**src/rtl/synth_pkg.sv**
```systemverilog
// Shared types and MIDI constants for the voice allocator.
package synth_pkg;

    localparam int unsigned KEY_W       = 7;
    localparam int unsigned VEL_W       = 7;
    // Table stamps are stored at this width; only the low STAMP_W bits carry age.
    localparam int unsigned STAMP_MAX_W = 16;

    typedef struct packed {
        logic [KEY_W-1:0]       key;
        logic                   held;
        logic [STAMP_MAX_W-1:0] stamp;
    } voice_entry_t;

    typedef enum logic [1:0] {
        ST_IDLE,
        ST_SCAN,
        ST_ISSUE
    } state_t;

    // Ordered so that a numerically larger kind always wins.
    typedef enum logic [1:0] {
        CAND_NONE,
        CAND_STEAL,
        CAND_FREE,
        CAND_RETRIG
    } cand_t;

endpackage

```
**src/rtl/voice_scan_cmp.sv**
```systemverilog
// Combinational compare of one scanned voice entry against the current event
// and the running best steal candidate.
module voice_scan_cmp
    import synth_pkg::*;
#(
    parameter int unsigned STAMP_W = 8
) (
    input  voice_entry_t       entry,
    input  logic               active,
    input  logic [KEY_W-1:0]   key,
    input  logic [STAMP_W-1:0] stamp_ctr,
    input  logic [STAMP_W-1:0] best_age,
    output logic               retrig_c,
    output logic               free_c,
    output logic               held_match_c,
    output logic               age_gt_c,
    output logic [STAMP_W-1:0] age_c
);

    logic key_match;

    assign key_match    = (entry.key == key);
    assign retrig_c     = key_match && (entry.held || active);
    assign free_c       = !entry.held && !active;
    assign held_match_c = key_match && entry.held;
    // Modular age: wraps with the stamp counter.
    assign age_c        = STAMP_W'(STAMP_MAX_W'(stamp_ctr) - entry.stamp);
    assign age_gt_c     = (age_c > best_age);

endmodule

```
**src/rtl/voice_allocator.sv**
```systemverilog
// Maps MIDI note events onto NUM_VOICES voice slots with retrigger/free/oldest-steal
// priority. Define VOICE_STEAL_EN to enable stealing; otherwise a full table drops.
module voice_allocator
    import synth_pkg::*;
#(
    parameter int unsigned NUM_VOICES = 4,
    parameter int unsigned STAMP_W    = 8
) (
    input  logic                          CLK,
    input  logic                          RESET_N,
    input  logic                          EVT_VALID,
    output logic                          EVT_READY,
    input  logic                          EVT_ON,
    input  logic [KEY_W-1:0]              EVT_KEY,
    input  logic [VEL_W-1:0]              EVT_VEL,
    input  logic [NUM_VOICES-1:0]         VOICE_ACTIVE,
    output logic [$clog2(NUM_VOICES)-1:0] V_SEL,
    output logic [KEY_W-1:0]              V_KEY,
    output logic [VEL_W-1:0]              V_VEL,
    output logic                          V_LD,
    output logic                          V_NOTE_ON,
    output logic                          V_NOTE_OFF,
    output logic                          STEAL,
    output logic                          DROP
);

    localparam int unsigned SEL_W = $clog2(NUM_VOICES);

    state_t             state;
    logic [SEL_W-1:0]   idx;
    logic [KEY_W-1:0]   evt_key;
    logic [VEL_W-1:0]   evt_vel;
    logic               evt_on;
    voice_entry_t       tbl [NUM_VOICES];
    logic [STAMP_W-1:0] stamp_ctr;
    cand_t              best_kind;
    logic [SEL_W-1:0]   best_idx;
    logic [STAMP_W-1:0] best_age;
    logic               off_found;
    logic [SEL_W-1:0]   off_idx;

    logic               retrig_c;
    logic               free_c;
    logic               held_match_c;
    logic               age_gt_c;
    logic [STAMP_W-1:0] age_c;
    logic               do_load_c;

    voice_scan_cmp #(
        .STAMP_W (STAMP_W)
    ) u_cmp (
        .entry        (tbl[idx]),
        .active       (VOICE_ACTIVE[idx]),
        .key          (evt_key),
        .stamp_ctr    (stamp_ctr),
        .best_age     (best_age),
        .retrig_c     (retrig_c),
        .free_c       (free_c),
        .held_match_c (held_match_c),
        .age_gt_c     (age_gt_c),
        .age_c        (age_c)
    );

    // Decide at ISSUE whether the chosen candidate may be loaded.
    always_comb begin
        do_load_c = 1'b0;
`ifdef VOICE_STEAL_EN
        do_load_c = evt_on && (best_kind != CAND_NONE);
`else
        do_load_c = evt_on && ((best_kind == CAND_FREE) || (best_kind == CAND_RETRIG));
`endif
    end

    always_ff @(posedge CLK or negedge RESET_N) begin
        if (!RESET_N) begin
            state      <= ST_IDLE;
            EVT_READY  <= 1'b0;
            idx        <= '0;
            evt_key    <= '0;
            evt_vel    <= '0;
            evt_on     <= 1'b0;
            stamp_ctr  <= '0;
            best_kind  <= CAND_NONE;
            best_idx   <= '0;
            best_age   <= '0;
            off_found  <= 1'b0;
            off_idx    <= '0;
            V_SEL      <= '0;
            V_KEY      <= '0;
            V_VEL      <= '0;
            V_LD       <= 1'b0;
            V_NOTE_ON  <= 1'b0;
            V_NOTE_OFF <= 1'b0;
            STEAL      <= 1'b0;
            DROP       <= 1'b0;
            for (int i = 0; i < int'(NUM_VOICES); i++) begin
                tbl[i] <= '0;
            end
        end else begin
            V_LD       <= 1'b0;
            V_NOTE_ON  <= 1'b0;
            V_NOTE_OFF <= 1'b0;
            STEAL      <= 1'b0;
            DROP       <= 1'b0;
            EVT_READY  <= 1'b1;
            case (state)
                ST_IDLE: begin
                    if (EVT_VALID && EVT_READY) begin
                        evt_key   <= EVT_KEY;
                        evt_vel   <= EVT_VEL;
                        // Velocity-zero note-on is a note-off.
                        evt_on    <= EVT_ON && (EVT_VEL != '0);
                        idx       <= '0;
                        best_kind <= CAND_NONE;
                        best_idx  <= '0;
                        best_age  <= '0;
                        off_found <= 1'b0;
                        off_idx   <= '0;
                        EVT_READY <= 1'b0;
                        state     <= ST_SCAN;
                    end
                end
                ST_SCAN: begin
                    EVT_READY <= 1'b0;
                    if (evt_on) begin
                        if (retrig_c && (best_kind != CAND_RETRIG)) begin
                            best_kind <= CAND_RETRIG;
                            best_idx  <= idx;
                        end else if (free_c && (best_kind == CAND_NONE || best_kind == CAND_STEAL)) begin
                            best_kind <= CAND_FREE;
                            best_idx  <= idx;
                        end else if ((best_kind == CAND_NONE) ||
                                     ((best_kind == CAND_STEAL) && age_gt_c)) begin
                            best_kind <= CAND_STEAL;
                            best_idx  <= idx;
                            best_age  <= age_c;
                        end
                    end else if (held_match_c && !off_found) begin
                        off_found <= 1'b1;
                        off_idx   <= idx;
                    end
                    if (idx == SEL_W'(NUM_VOICES - 1)) begin
                        state <= ST_ISSUE;
                    end else begin
                        idx <= idx + SEL_W'(1);
                    end
                end
                ST_ISSUE: begin
                    state <= ST_IDLE;
                    if (do_load_c) begin
                        V_LD                <= 1'b1;
                        V_NOTE_ON           <= 1'b1;
                        V_SEL               <= best_idx;
                        V_KEY               <= evt_key;
                        V_VEL               <= evt_vel;
`ifdef VOICE_STEAL_EN
                        STEAL               <= (best_kind == CAND_STEAL);
`endif
                        tbl[best_idx].key   <= evt_key;
                        tbl[best_idx].held  <= 1'b1;
                        tbl[best_idx].stamp <= STAMP_MAX_W'(stamp_ctr);
                        stamp_ctr           <= stamp_ctr + STAMP_W'(1);
                    end else if (!evt_on && off_found) begin
                        V_NOTE_OFF         <= 1'b1;
                        V_SEL              <= off_idx;
                        tbl[off_idx].held  <= 1'b0;
                    end else begin
                        DROP <= 1'b1;
                    end
                end
                default: begin
                    state <= ST_IDLE;
                end
            endcase
        end
    end

endmodule

```
**config.mk**
```make
export PLATFORM = sky130hd
export DESIGN_NAME = voice_allocator
export DESIGN_NICKNAME = d
export VERILOG_FILES = /design/src/rtl/synth_pkg.sv /design/src/rtl/voice_scan_cmp.sv /design/src/rtl/voice_allocator.sv
export SDC_FILE = /design/constraint.sdc
export NUM_CORES = 1
export LEC_CHECK = 0
export CAP_MARGIN = 40
export CORE_ASPECT_RATIO = 1.25
export CORE_MARGIN = 10
export CORE_UTILIZATION = 63
export DETAILED_ROUTE_END_ITERATION = 12
export GPL_TIMING_DRIVEN = 0
export HOLD_SLACK_MARGIN = 0.15
export PLACE_DENSITY_LB_ADDON = 0.15
export SLEW_MARGIN = 30
export SYNTH_ARGS = -nofsm -noshare
export SYNTH_HDL_FRONTEND = slang
export SYNTH_SLANG_ARGS = --single-unit
```
**constraint.sdc**
```tcl
create_clock -name CLK -period 6.8 [get_ports CLK]
set_input_delay 1.36 -clock CLK [delete_from_list [all_inputs] [get_ports CLK]]
set_output_delay 1.36 -clock CLK [all_outputs]
set_load 0.05 [all_outputs]
```
==> metrics.md, run 1 <==
| Metric | Value |
|---|---|
| Worst Setup End Kind | register |
| Status | complete, no violations |
| DRC | 0 |
| GRT Total Usage | 19.5% |
| Int Power | 1.89 mW |
| Final hold violations | 0 |
| Crit Path Max Fanout | 10 |
| Max-capacitance violation count | 0 |
| Syn_nets | around 550 |
| Initial core utilization | 65.3% |
| WP data required | 7090 ps |
| Top_reg_cell synth | dfrtp_1 |
| Pre-Repair DR Iteration Count | 4 |
| Deepest clock path buffer count | 2 |
| Comb pwr share | 29.6% |
| ANT cells | 0 |
| WL/cell | 18.3 um |
| Largest net degree at the start of global routing | 87 |
| Hold Slack | approximately 470 ps |
| Die height | approximately 130 um |
| Dpl hpwl | 8.90 mm |
| Setup CP Type | reg2reg |
| WP data arrival | about 5700 ps |
| H-tree levels | 4 |
| I/O pins | between 40 and 50 |
| Final min period | 5420 ps |
| Port-buffer cells | 42 |
| Post-DRT Antenna Nets | 0 |
| Final Slew Violations | 0 |
| CTS Root Buffer Type | clkbuf_16 |
| CP startpoint kind | register |
| Worst setup margin | around 1400 ps |
| Resize count post-CTS | 0 |
| Net Sw Frac | between 30% and 40% |
| Finished Layout Cells | 712 |
| RSZ-0062 raised after global routing | false |
| Number of post-CTS setup repair buffers | 0 |
| Pwr dens | 384 nW/um2 |
| Clk_lat worst skew | 410 ps |
| Layout Nets | 617 |
| Cells after DPL | 678 |
| First-pass GRT wire length | 21.4 mm |
| CORE AREA | about 9300 um2 |
| Setup Skew | 7.10 ps |
| Clock share of power | between 30 and 40% |
| Cts bufs inserted | 17 |
| Routed WL | 13.0 mm |
| GRT overflow | 0 |
| Synth Register Bits | 126 |
| Register area share after synthesis | 52.1% |
| Ratio of cells with drive above 1 in the final layout | 22.1% |
| FMAX | 185 MHz |
| Post-synth ARST share | 100% |
| Crit share post-route | 79.6% |
| Share of power burned in registers | between 30% and 40% |
| Vias in the first global route | 4274 |
| Area grow syn2layout | 21.0% |
| Initial antenna violation count | 0 |
| 1st-iter DRT viols | 182 |
| Setup-failing EPs final | 0 |
| Rel. slew slack | 52.7% |
| Final GP Congestion | 0.854 |
| Clock Pin Slew Worst Setup and Hold Paths | ~50 ps |
| Die width | 108 um |
| Setup slack at placement | between 1000 and 1500 ps |
| Final Core Density | about four fifths |
| LEAKAGE | 3.61 nW |
| Via count | about 4100 |
| Clk sinks | 126 |
| Std cell rows | 39 |
| Mean post-synth cell area | between 10 and 15 um2 |
| HP Class | reg2reg |
| Slew at the pin closest to its max-slew limit | 707 ps |
| Max rail drop VDD | between 0.2 and 0.3 mV |
| Post-synth EDFFs | 0 |
| Vias/cell | 5.76 |
| Mapped Cells | 512 |
| Mapped Area | 6050 um2 |
| Overall Power | 2.81 mW |
| Post-CTS Hold Buffers | 0 |
| Full die area | 14000 um2 |
| YS warnings | 0 |
| Net Switching | roughly 920 uW |
| Distinct cells, synth | 54 |
| TritonCTS clock tree | built |
==> final timing paths <==
| check | startpoint | end | slack [ps] | cells past startpoint |
|---|---|---|---|---|
| min in group asynchronous | RESET_N | best_age[4] | 830 | 1 |
| hold / removal | evt_vel[4] | V_VEL[4] | 470 | 2 |
| max in group asynchronous | RESET_N | tbl[93] | 5290 | 2 |
| hold reg to reg | evt_vel[4] | V_VEL[4] | 470 | 2 |
| setup / recovery | idx[1] | best_age[5] | 1380 | 17 |
| setup reg to reg | idx[1] | best_age[5] | 1380 | 17 |
==> layout make-up <==
| class | count | area, um2 |
|---|---|---|
| Buffer | 24 | 114 |
| Clock buffer | 21 | 480 |
| Multi-Input combinational cell | 338 | 2700 |
| Clock inverter | 11 | 161 |
| Sequential cell | 126 | 3150 |
| Tap cell | 123 | 154 |
| Fill cell | 543 | 1950 |
| Timing Repair Buffer | 45 | 469 |
| Inverter | 24 | 90.1 |
==> Yosys cell counts, types with 3 or more instances <==
library cell	count	area, um2
nand3_1	6	30.0
nor3_1	3	15.0
xor2_1	8	70.1
buf_4	3	22.5
nand2_1	105	394
nand4_1	3	18.8
a21oi_1	6	30.0
ha_1	18	225
mux2i_1	9	90.1
o21ai_0	7	35.0
clkbuf_1	15	56.3
a21o_1	5	37.5
xnor2_1	14	123
buf_2	4	20.0
nor2_1	16	60.1
nor2b_1	6	37.5
mux4_1	5	131
and2_1	4	25.0
inv_1	24	90.1
mux2_2	67	754
mux4_2	10	225
and3_1	4	25.0
a31oi_1	3	18.8
dfrtp_1	126	3150
==> flip-flops by register name (all words and copies together), names as in the netlist, 7 cells and up <==
signal and flops:
stamp_ctr 8, best_age 8, V_VEL 7, V_KEY 7, evt_vel 7, evt_key 7
tbl 64
==> cell families after synthesis <==
logic type	synth area share [%]
buffers and inverters	3.37
xor gates and xnor gates	3.18
and+or+nand+nor	12.7
other	0.0619
adders and majority gates	4.05
DFF	52.1
AOI/OAI and AO/OA	4.73
muxes	19.8
==> power groups by stage <==
| stage | Combinational [mW] | Clock (mW) | Sequential [mW] |
|---|---|---|---|
| floorplan | 0.520 | 0 | 1.07 |
| global placement | 0.794 | 0 | 1.01 |
| detailed placement | 0.815 | 0 | 1.02 |
| CTS | 0.831 | 0.977 | 1.01 |
| global route | 0.914 | 1.01 | 1.03 |
| finish | 0.834 | 0.968 | 1.01 |
==> routing by layer <==
metal | track usage [%] | part of all wire, % | vias to the layer above
met5 | 0 | 0 | -
met4 | 7.24 | 1.7 | 0
met3 | 5.56 | 5.3 | 21
met2 | 33.2 | 53 | 85
met1 | 22.9 | 40 | 2096
li1 | - | - | 1899
==> metrics by stage <==
| stage | cell area [um2] | TNS (ps) |
|---|---|---|
| 2_1_floorplan | 6050 | 0 |
| 3_3_place_gp | 6630 | -38670 |
| 3_5_place_dp | 6670 | 0 |
| 4_1_cts | 7310 | 0 |
| 5_1_grt | 7320 | 0 |
| 6_report | 7320 | 0 |
==> worst max-delay path, cell delays in order, from the launching register on <==
cell	delay, ps
dfrtp_1	460
buf_4	240
clkbuf_1	570
mux4_2	450
inv_1	80
ha_1	230
nor2b_1	130
o21ai_0	250
a21oi_1	160
o41ai_1	460
xnor2_1	170
ha_1	320
and4_1	240
o2111ai_1	150
nand4b_1	110
o21ai_0	190
nor4b_4	670
mux2_2	410
==> cells in the final DEF (no fill, tap or decap), types with 6 or more instances in the layout <==
| master | n |
|---|---|
| a21oi_1 | 6 |
| ha_1 | 18 |
| nor2_1 | 16 |
| clkdlybuf4s50_1 | 41 |
| dfrtp_1 | 126 |
| mux4_2 | 10 |
| mux2_2 | 67 |
| nand3_1 | 6 |
| mux2i_1 | 9 |
| o21ai_0 | 7 |
| clkbuf_1 | 15 |
| nand2_1 | 105 |
| inv_1 | 24 |
| nor2b_1 | 6 |
| xor2_1 | 8 |
| clkbuf_16 | 17 |
| xnor2_1 | 14 |
(Power assumes the default switching activity.)
==> inputs of run 2 (changes only) <==
- CORE_UTILIZATION: 63 -> 59
- clock period: 6.8 -> 5.5 ns (I/O delays scaled with it)
==> metrics.md, run 2 (synthesis gave the netlist of run 1 again) <==
| Metric | Value |
|---|---|
| Post-CTS Hold Buffers | 0 (unchanged) |
| Initial core utilization | 60.2% (-5.1 points) |
| H-tree levels | 4 (unchanged) |
| Die width | 111 um (+2.7%) |
| FF+latch area | 3150 um2 (unchanged) |
| Multi-input gate area | 2700 um2 (unchanged) |
| Crit share post-route | 93.8% (+14 points) |
| Int Power | 2.23 mW (+18%) |
| Net Sw Frac | 33.8% (+1.0 points) |
| Family with the most delay on the worst path | simple AND/OR/NAND/NOR gates |
| Via count | 4035 (-1.6%) |
| Max rail drop VDD | 0.263 mV (-7.1%) |
| FMAX | 194 MHz (+5.0%) |
| Final min period | 5160 ps (-259 ps) |
| Port-buffer cells | 42 (unchanged) |
| Share of power burned in registers | 37.1% (+1.1 points) |
| Net Switching | 1.14 mW (+24%) |
| Clk_lat worst skew | 410 ps (about the same) |
| Area grow syn2layout | 20.5% |
| Slew at the pin closest to its max-slew limit | 726 ps (+19.4 ps) |
| Setup Skew | 8.51 ps (+1.41 ps) |
| Final Slew Violations | 0 (unchanged) |
| Layout Nets | 620 (+0.49%) |
| Pwr dens | 462 nW/um2 (+20%) |
| CTS Root Buffer Type | clkbuf_16 |
| Number of buffers and inverters on the critical path | 3 (unchanged) |
| Crit Path Max Fanout | 10 (unchanged) |
| CP cell instances | buf_4 -> clkbuf_1 -> mux4_2 -> ha_1 -> fa_1 -> nor2b_1 -> o21ai_0 -> a21boi_0 -> or4_1 -> nand3_1 -> ha_1 -> and4_1 -> o2111ai_1 -> nand4b_1 -> o21ai_0 -> nor4b_4 -> buf_4 -> mux2_2 |
| ANT cells | 0 (unchanged) |
| Clock Pin Slew Worst Setup and Hold Paths | 60 ps (about the same) |
| Cts bufs inserted | 17 (unchanged) |
| Slowest stage delay, CP | 580 ps (-90 ps) |
| Cell depth of the worst setup path | 18 (+1) |
| 1st-iter DRT viols | 177 (-2.7%) |
| Std cell rows | 41 (+5.1%) |
| Final GP Congestion | 0.845 (-1.0%) |
| Hold Slack | 470 ps (+1.83 ps) |
| Reg2reg path depth | 18 (+1) |
| Setup-failing EPs final | 0 (unchanged) |
| # fillers | 701 (+29%) |
| Worst Setup End Kind | register |
| WP data required | 5790 ps (-1300 ps) |
| Dpl hpwl | 9.08 mm (+2.1%) |
| Vias in the first global route | 4306 (+0.75%) |
| Max reg flops | 64 (unchanged) |
| I/O pins | 44 (unchanged) |
| DRC | 0 (unchanged) |
| CORE AREA | 10100 um2 (+8.4%) |
| Routed WL | 13.1 mm (+0.65%) |
| GRT Total Usage | 18.4% (-1.1 points) |
| Clock share of power | 32.4% (-2.0 points) |
| Resize count post-CTS | 0 (unchanged) |
| LEAKAGE | 3.58 nW (-0.63%) |
| CP startpoint kind | register |
| Number of post-CTS setup repair buffers | 0 (unchanged) |
| Setup slack at placement | 230 ps (-1090 ps) |
| Post-DRT Antenna Nets | 0 (unchanged) |
| First-pass GRT wire length | 22.0 mm (+2.8%) |
| Largest regs | tbl (64), best_age (8), stamp_ctr (8) |
| Final hold violations | 0 (unchanged) |
| Worst setup margin | 344 ps (-1040 ps) |
| WP data arrival | 5450 ps (-260 ps) |
| Full die area | 14700 um2 (+5.6%) |
| Vias/cell | 5.60 (-2.8%) |
| Ratio of cells with drive above 1 in the final layout | 22.3% (+0.23 points) |
| Reg with most FFs | tbl |
| CP max stage cell | clkbuf_1 |
| Max-capacitance violation count | 0 (unchanged) |
| Most common cell after layout, fill and taps aside | dfrtp_1 |
| Initial antenna violation count | 0 (unchanged) |
| Die height | 133 um (+2.8%) |
| Hold depth | 1 (-1) |
| Largest net degree at the start of global routing | 65 (-25%) |
| Deepest clock path buffer count | 2 (unchanged) |
| HP Class | reg2reg |
| Clk sinks | 126 (unchanged) |
| GRT overflow | 0 (unchanged) |
| WL/cell | 18.2 um (-0.60%) |
| Pre-Repair DR Iteration Count | 4 (unchanged) |
| Rel. slew slack | 51.6% (-1.1 points) |
| Status | complete, no violations |
| Comb pwr share | 30.5% (+0.9 points) |
| Setup CP Type | reg2reg |
| RSZ-0062 raised after global routing | false |
| TritonCTS clock tree | built |
| Most frequent cells in the layout | dfrtp_1, nand2_1, mux2_2 |
## run 2: routing by layer
metal	vias to the layer above	part of all wire, %	global-route usage [%]
met4	0	2.3	7.39
li1	1909	-	-
met3	19	3.7	4.31
met1	2024	41	21.4
met5	-	0	0
met2	83	53	32.0
## run 2: area by class of cell
| type | count | share of cell area (%) |
|---|---|---|
| sequential | 126 | 43.2 |
| clock inverter | 11 | 1.58 |
| inverter | 24 | 1.23 |
| clock buffer | 21 | 6.45 |
| buffer | 24 | 1.56 |
| timing repair buffer | 48 | 6.69 |
| tap | 129 | 2.21 |
| multi-input combinational | 338 | 37.0 |
## run 2: final timing paths
check	endpoint	start	slack, ps
worst max-delay path	best_age[6]	idx[1]	340
worst min-delay path	tbl[64]	tbl[64]	470
worst max register to register	best_age[6]	idx[1]	340
worst min register to register	tbl[64]	tbl[64]	470
max in group asynchronous	DROP	RESET_N	4210
min in group asynchronous	tbl[75]	RESET_N	620
## run 2: stage by stage
step / setup TNS (ps) / total power, mW / cells / util, % / area, um2
3_5_place_dp: 0 / 2.28 / 685 / 66.5 / 6680
2_1_floorplan: 0 / 1.96 / 512 / - / 6050
5_1_grt: 0 / 3.55 / 721 / 72.5 / 7290
3_3_place_gp: -171530 / 2.24 / 683 / 66.0 / 6640
6_report: 0 / 3.37 / 721 / 72.5 / 7290
4_1_cts: 0 / 3.39 / 717 / 72.3 / 7270
## run 2: power groups by stage
stage | sequential [mW] | combinational [mW] | clock, mW
global placement | 1.25 | 0.990 | 0
detailed placement | 1.26 | 1.01 | 0
finish | 1.25 | 1.03 | 1.09
floorplan | 1.32 | 0.643 | 0
CTS | 1.25 | 1.03 | 1.11
global route | 1.28 | 1.13 | 1.14
